[src/rtl/data_mem_stage.sv]
// Memory stage: byte/halfword/word loads and stores into a local word RAM,
// with a single registered write-back stage and fault flagging.
module data_mem_stage #(
  parameter int DEPTH = 64
) (
  input  logic        clk,
  input  logic        rst_n,
  input  logic        in_valid,
  input  logic [31:0] alu_result,
  input  logic [31:0] write_data,
  input  logic        mem_read,
  input  logic        mem_write,
  input  logic [2:0]  funct3,
  output logic        out_valid,
  output logic [31:0] wb_data,
  output logic        was_load,
  output logic        mem_fault
);

  localparam int AW = (DEPTH > 1) ? $clog2(DEPTH) : 1;

  logic [31:0] mem [DEPTH];

  logic [29:0] word_idx;
  logic [1:0]  offset;
  logic [AW-1:0] ram_idx;
  logic        is_mem;
  logic        legal_f3;
  logic        misaligned;
  logic        in_range;
  logic        fault;
  logic        do_write;
  logic [3:0]  byte_en;
  logic [31:0] write_lanes;
  logic [31:0] rd_word;
  logic [31:0] shifted;
  logic [31:0] load_val;
  logic [31:0] next_wb;

  assign word_idx = alu_result[31:2];
  assign offset   = alu_result[1:0];
  assign ram_idx  = word_idx[AW-1:0];
  assign is_mem   = mem_read | mem_write;
  assign in_range = (word_idx < 30'(DEPTH));

  always_comb begin
    legal_f3   = 1'b0;
    misaligned = 1'b0;
    if (mem_write) begin
      legal_f3 = (funct3 == 3'b000) || (funct3 == 3'b001) || (funct3 == 3'b010);
    end else begin
      legal_f3 = (funct3 != 3'b011) && (funct3 != 3'b110) && (funct3 != 3'b111);
    end
    if (funct3[1:0] == 2'b01) misaligned = offset[0];
    if (funct3[1:0] == 2'b10) misaligned = (offset != 2'b00);
  end

  assign fault    = in_valid & is_mem &
                    ((mem_read & mem_write) | ~legal_f3 | misaligned | ~in_range);
  assign do_write = in_valid & mem_write & ~fault;

  // Stores replicate the source so every lane sees its byte; enables pick lanes.
  always_comb begin
    byte_en     = 4'b0000;
    write_lanes = write_data;
    case (funct3[1:0])
      2'b00: begin
        byte_en     = 4'b0001 << offset;
        write_lanes = {4{write_data[7:0]}};
      end
      2'b01: begin
        byte_en     = 4'b0011 << offset;
        write_lanes = {2{write_data[15:0]}};
      end
      default: begin
        byte_en     = 4'b1111;
        write_lanes = write_data;
      end
    endcase
  end

  assign rd_word = mem[ram_idx];
  assign shifted = rd_word >> {offset, 3'b000};

  always_comb begin
    case (funct3)
      3'b000:  load_val = {{24{shifted[7]}}, shifted[7:0]};
      3'b001:  load_val = {{16{shifted[15]}}, shifted[15:0]};
      3'b010:  load_val = rd_word;
      3'b100:  load_val = {24'b0, shifted[7:0]};
      3'b101:  load_val = {16'b0, shifted[15:0]};
      default: load_val = 32'b0;
    endcase
  end

  always_comb begin
    next_wb = 32'b0;
    if (in_valid) begin
      if (mem_read) next_wb = fault ? 32'b0 : load_val;
      else          next_wb = alu_result;
    end
  end

  always_ff @(posedge clk) begin
    if (!rst_n) begin
      out_valid <= 1'b0;
      wb_data   <= 32'b0;
      was_load  <= 1'b0;
      mem_fault <= 1'b0;
      for (int i = 0; i < DEPTH; i++) mem[i] <= 32'b0;
    end else begin
      out_valid <= in_valid;
      wb_data   <= next_wb;
      was_load  <= in_valid & mem_read;
      mem_fault <= fault;
      if (do_write) begin
        for (int b = 0; b < 4; b++) begin
          if (byte_en[b]) mem[ram_idx][8*b +: 8] <= write_lanes[8*b +: 8];
        end
      end
    end
  end

endmodule

[config.mk]
export PLATFORM = sky130hd
export DESIGN_NAME = data_mem_stage
export DESIGN_NICKNAME = d
export VERILOG_FILES = /design/src/rtl/data_mem_stage.sv
export SDC_FILE = /design/constraint.sdc
export NUM_CORES = 2
export LEC_CHECK = 0
export CORE_AREA = 5 5 528 530
export DETAILED_ROUTE_END_ITERATION = 6
export DIE_AREA = 0 0 533 535
export PLACE_DENSITY = 0.48
export RECOVER_POWER = 50
export SKIP_CTS_REPAIR_TIMING = 1
export SLEW_MARGIN = 0
export SYNTH_ARGS = -nofsm -noshare
export SYNTH_HDL_FRONTEND = slang
export SYNTH_SLANG_ARGS = --single-unit
[constraint.sdc]
create_clock -name clk -period 5.2 [get_ports clk]
set_input_delay 1.04 -clock clk [delete_from_list [all_inputs] [get_ports clk]]
set_output_delay 1.04 -clock clk [all_outputs]
set_load 0.05 [all_outputs]
==> flow_summary.yaml <==
synthesis:
  synth_area_leaders: "edfxtp_1 68%, nor2_1 8.7%, a22oi_1 4.4%"
  yosys.area.top_type_share: 0.684
  synth_area_leader_cell: "edfxtp_1"
  synth_edf_count: 2048
  syn_area_per_cell_um2: 12.6
  synth_area_um2: 89900
  synthArstFlopShare: 0
  ys_seq_area_frac: 0.692
  synth_ff_type: "edfxtp_1"
  synth_cell_types: 87
  ys_seq_elements: 2083
  synth_cells: 7144
  synth_fp_nets: 7216
  yosysWarnings: 0
sta:
  setup_viol: 0
  fin_worst_skew_ps: 83.3
  hold_viol_final: 0
  slew_violations: 1150
  worstMarginPinSlew_ps: 2720
  period_share: 0.986
  fmax_mhz: 195
  setup_slack_ps: 73.2
  min_period_ps: 5130
  relSlewSlack: -0.813
  rsz0062_at_grt: "no"
min_path:
  hp-class: "in -> reg"
  min_path_cells: 2
  hold_path_end: "mem[43][31]"
  worstHoldStart: "rst_n"
floorplanning:
  core_area_um2: 273000
  floorplan.initialDensity: 0.329
  fp-row-count: 192
  ioPinCount: 107
  fp.dieW_um: 533
  die_y_um: 535
  die_area_um2: 285000
setup_path:
  cp-start-kind: "input port"
  path_max_fanout: 13
  crit_arrival_ps: 5860
  r2r_start: "mem[23][11]"
  cp.buffers_inverters: 6
  cp_slowest_cell: "nor4_1"
  worstSetupPathType: "in -> reg"
  end_kind: "register"
  critPathTopFamily: "buffers and inverters"
  reg2reg_slack_ps: 1260
  cp_slowest_stage_delay_ps: 1100
  timing.rr.end: "wb_data[3]"
  required_ps: 5930
  path_cells: "clkdlybuf4s50_1, clkbuf_1, or3b_2, buf_4, buf_4, o22ai_1, nor4_1, buf_4, nor2_1, a2111oi_0, buf_4, o31ai_1"
  rr_worst_depth: 10
  crit_path_frequent_cell: "buf_4"
routing:
  drt-initial-drc-count: 9652
  firstDrtPassIters: 6
  dr_total_vias: 66400
  avgRoutedWirePerCell_um: 34.0
  postRouteAntennaNets: 0
  wl_um: 384000
  via_per_inst: 5.88
  drcViolationCount: 0
global_route:
  grt-ovfl-total: 0
  grt.total_usage: 0.261
  grt_pass1_vias: 63600
  met2_usage: 0.403
  antenna_found_initial: 23
  grt_max_degree: 137
  use_met3: 0.0565
  grt_pass1_wl_um: 528000
  met1_usage: 0.360
  grt-busiest-layer: "met2"
clocking:
  numCtsBuffers: 226
  cts.sinks: 2083
  root_buffer: "clkbuf_16"
  path_clk_slew_ps: 60
  cts_buffer_depth: 3
  clkLatencyLatePin_ps: 890
  htreeDepth: 4
  tritoncts: "yes"
placed_design:
  dp_hpwl_um: 260000
  dpl-instance-area_um2: 99100
  place_ws_ps: -92.6
  portBuffers: 106
  globalplace.congestion: 0.937
status:
  status: "finished, violations left"
  violations: "max-capacitance violations, max-slew violations"
flow_run:
  cap_violations: 20
layout:
  nets: 7596
  fin_util: 0.387
  fin_area_um2: 106000
  drive_above_1_share: 0.149
  area_delta_synth_final_pct: 17.5
power_and_ir_drop:
  irDropWorstVdd_mv: 0.325
  power.leakage_nw: 32.6
  power.density_nw_per_um2: 362
-- routing by layer --
metal  routed length, µm  up-vias
li1                    -    27400
met1              156000    34400
met2              172000     3977
met3               38300      658
met5                  60        -
met4               17800        8
-- area by class of cell --
cell class              instances  area, µm²
fillers                     26100     167000
flip-flops and latches       2083      62200
multi-input cells            4332      24700
repair buffers                872       7150
clock buffers                 291       5980
well taps                    3589       4490
clock inverters               121       1090
inverters                       9       33.8
diodes                          6       15.0
-- per-stage QoR --
step | TNS [ps] | power (W) | hold WS, ps | cells
6_report | 0 | 0.0383 | 685 | 11300
5_1_grt | 0 | 0.0392 | 648 | 11300
4_1_cts | 0 | 0.0384 | 612 | 11300
3_5_place_dp | -170 | 0.0228 | 1020 | 10900
3_3_place_gp | -336 | 0.0228 | 1020 | 10900
2_1_floorplan | 0 | 0.0210 | 772 | 7144
-- cell usage after synthesis (19+ instances only) --
cell / number
mux2_2: 29
edfxtp_1: 2048
clkbuf_1: 412
a2111oi_0: 22
nand2_1: 259
a31oi_1: 68
nor4_1: 22
buf_1: 99
o221ai_1: 21
a22o_1: 87
dfxtp_1: 35
buf_4: 19
nor3_1: 23
nor2b_1: 21
o21ai_0: 303
and4_1: 65
nor4bb_1: 25
and4b_1: 21
mux4_2: 57
a22oi_1: 525
buf_2: 174
nor2_1: 2087
a221oi_1: 136
nand3_1: 34
mux2i_1: 122
a21oi_1: 76
o22ai_1: 45
-- cell families after synthesis --
group / count (synthesis) / synth area share
AOI/OAI and AO/OA: 1445 / 0.114
buffers and inverters: 729 / 0.0353
DFF: 2083 / 0.692
muxes: 214 / 0.0332
and+or+nand+nor: 2673 / 0.125
-- sequential cells by signal (all words and copies together) (netlist names) --
signal,flops
mem,2048
mem_fault,1
out_valid,1
was_load,1
wb_data,32
-- power by group --
part | switching [W] | internal (W) | total [W]
combinational | 0.00214 | 0.000919 | 0.00306
sequential | 0.000271 | 0.0192 | 0.0195
clock | 0.00698 | 0.00873 | 0.0157
-- layout by cell type (no fill, tap or decap), drive strengths merged, types with 87 or more instances in the layout --
cell	n
mux2i	122
a22o	87
a22oi	525
a221oi	136
nand2	259
nor2	2088
o21ai	308
clkinv	106
clkbuf	397
buf	667
edfxtp	2048
-- worst max path at each step --
| stage | from | end | slack, ps | depth (start not counted) |
|---|---|---|---|---|
| after CTS | alu_result[3] | wb_data[3] | 830 | 13 |
| after floorplan | alu_result[2] | mem[8][0] | 1240 | 11 |
| final | alu_result[5] | wb_data[14] | 70 | 12 |
| after detailed placement | alu_result[3] | wb_data[3] | -90 | 13 |
| after global routing | alu_result[25] | mem[26][27] | 290 | 10 |
| after global placement | alu_result[3] | wb_data[3] | -150 | 13 |
Note: power is estimated with default switching activity, not from simulation.
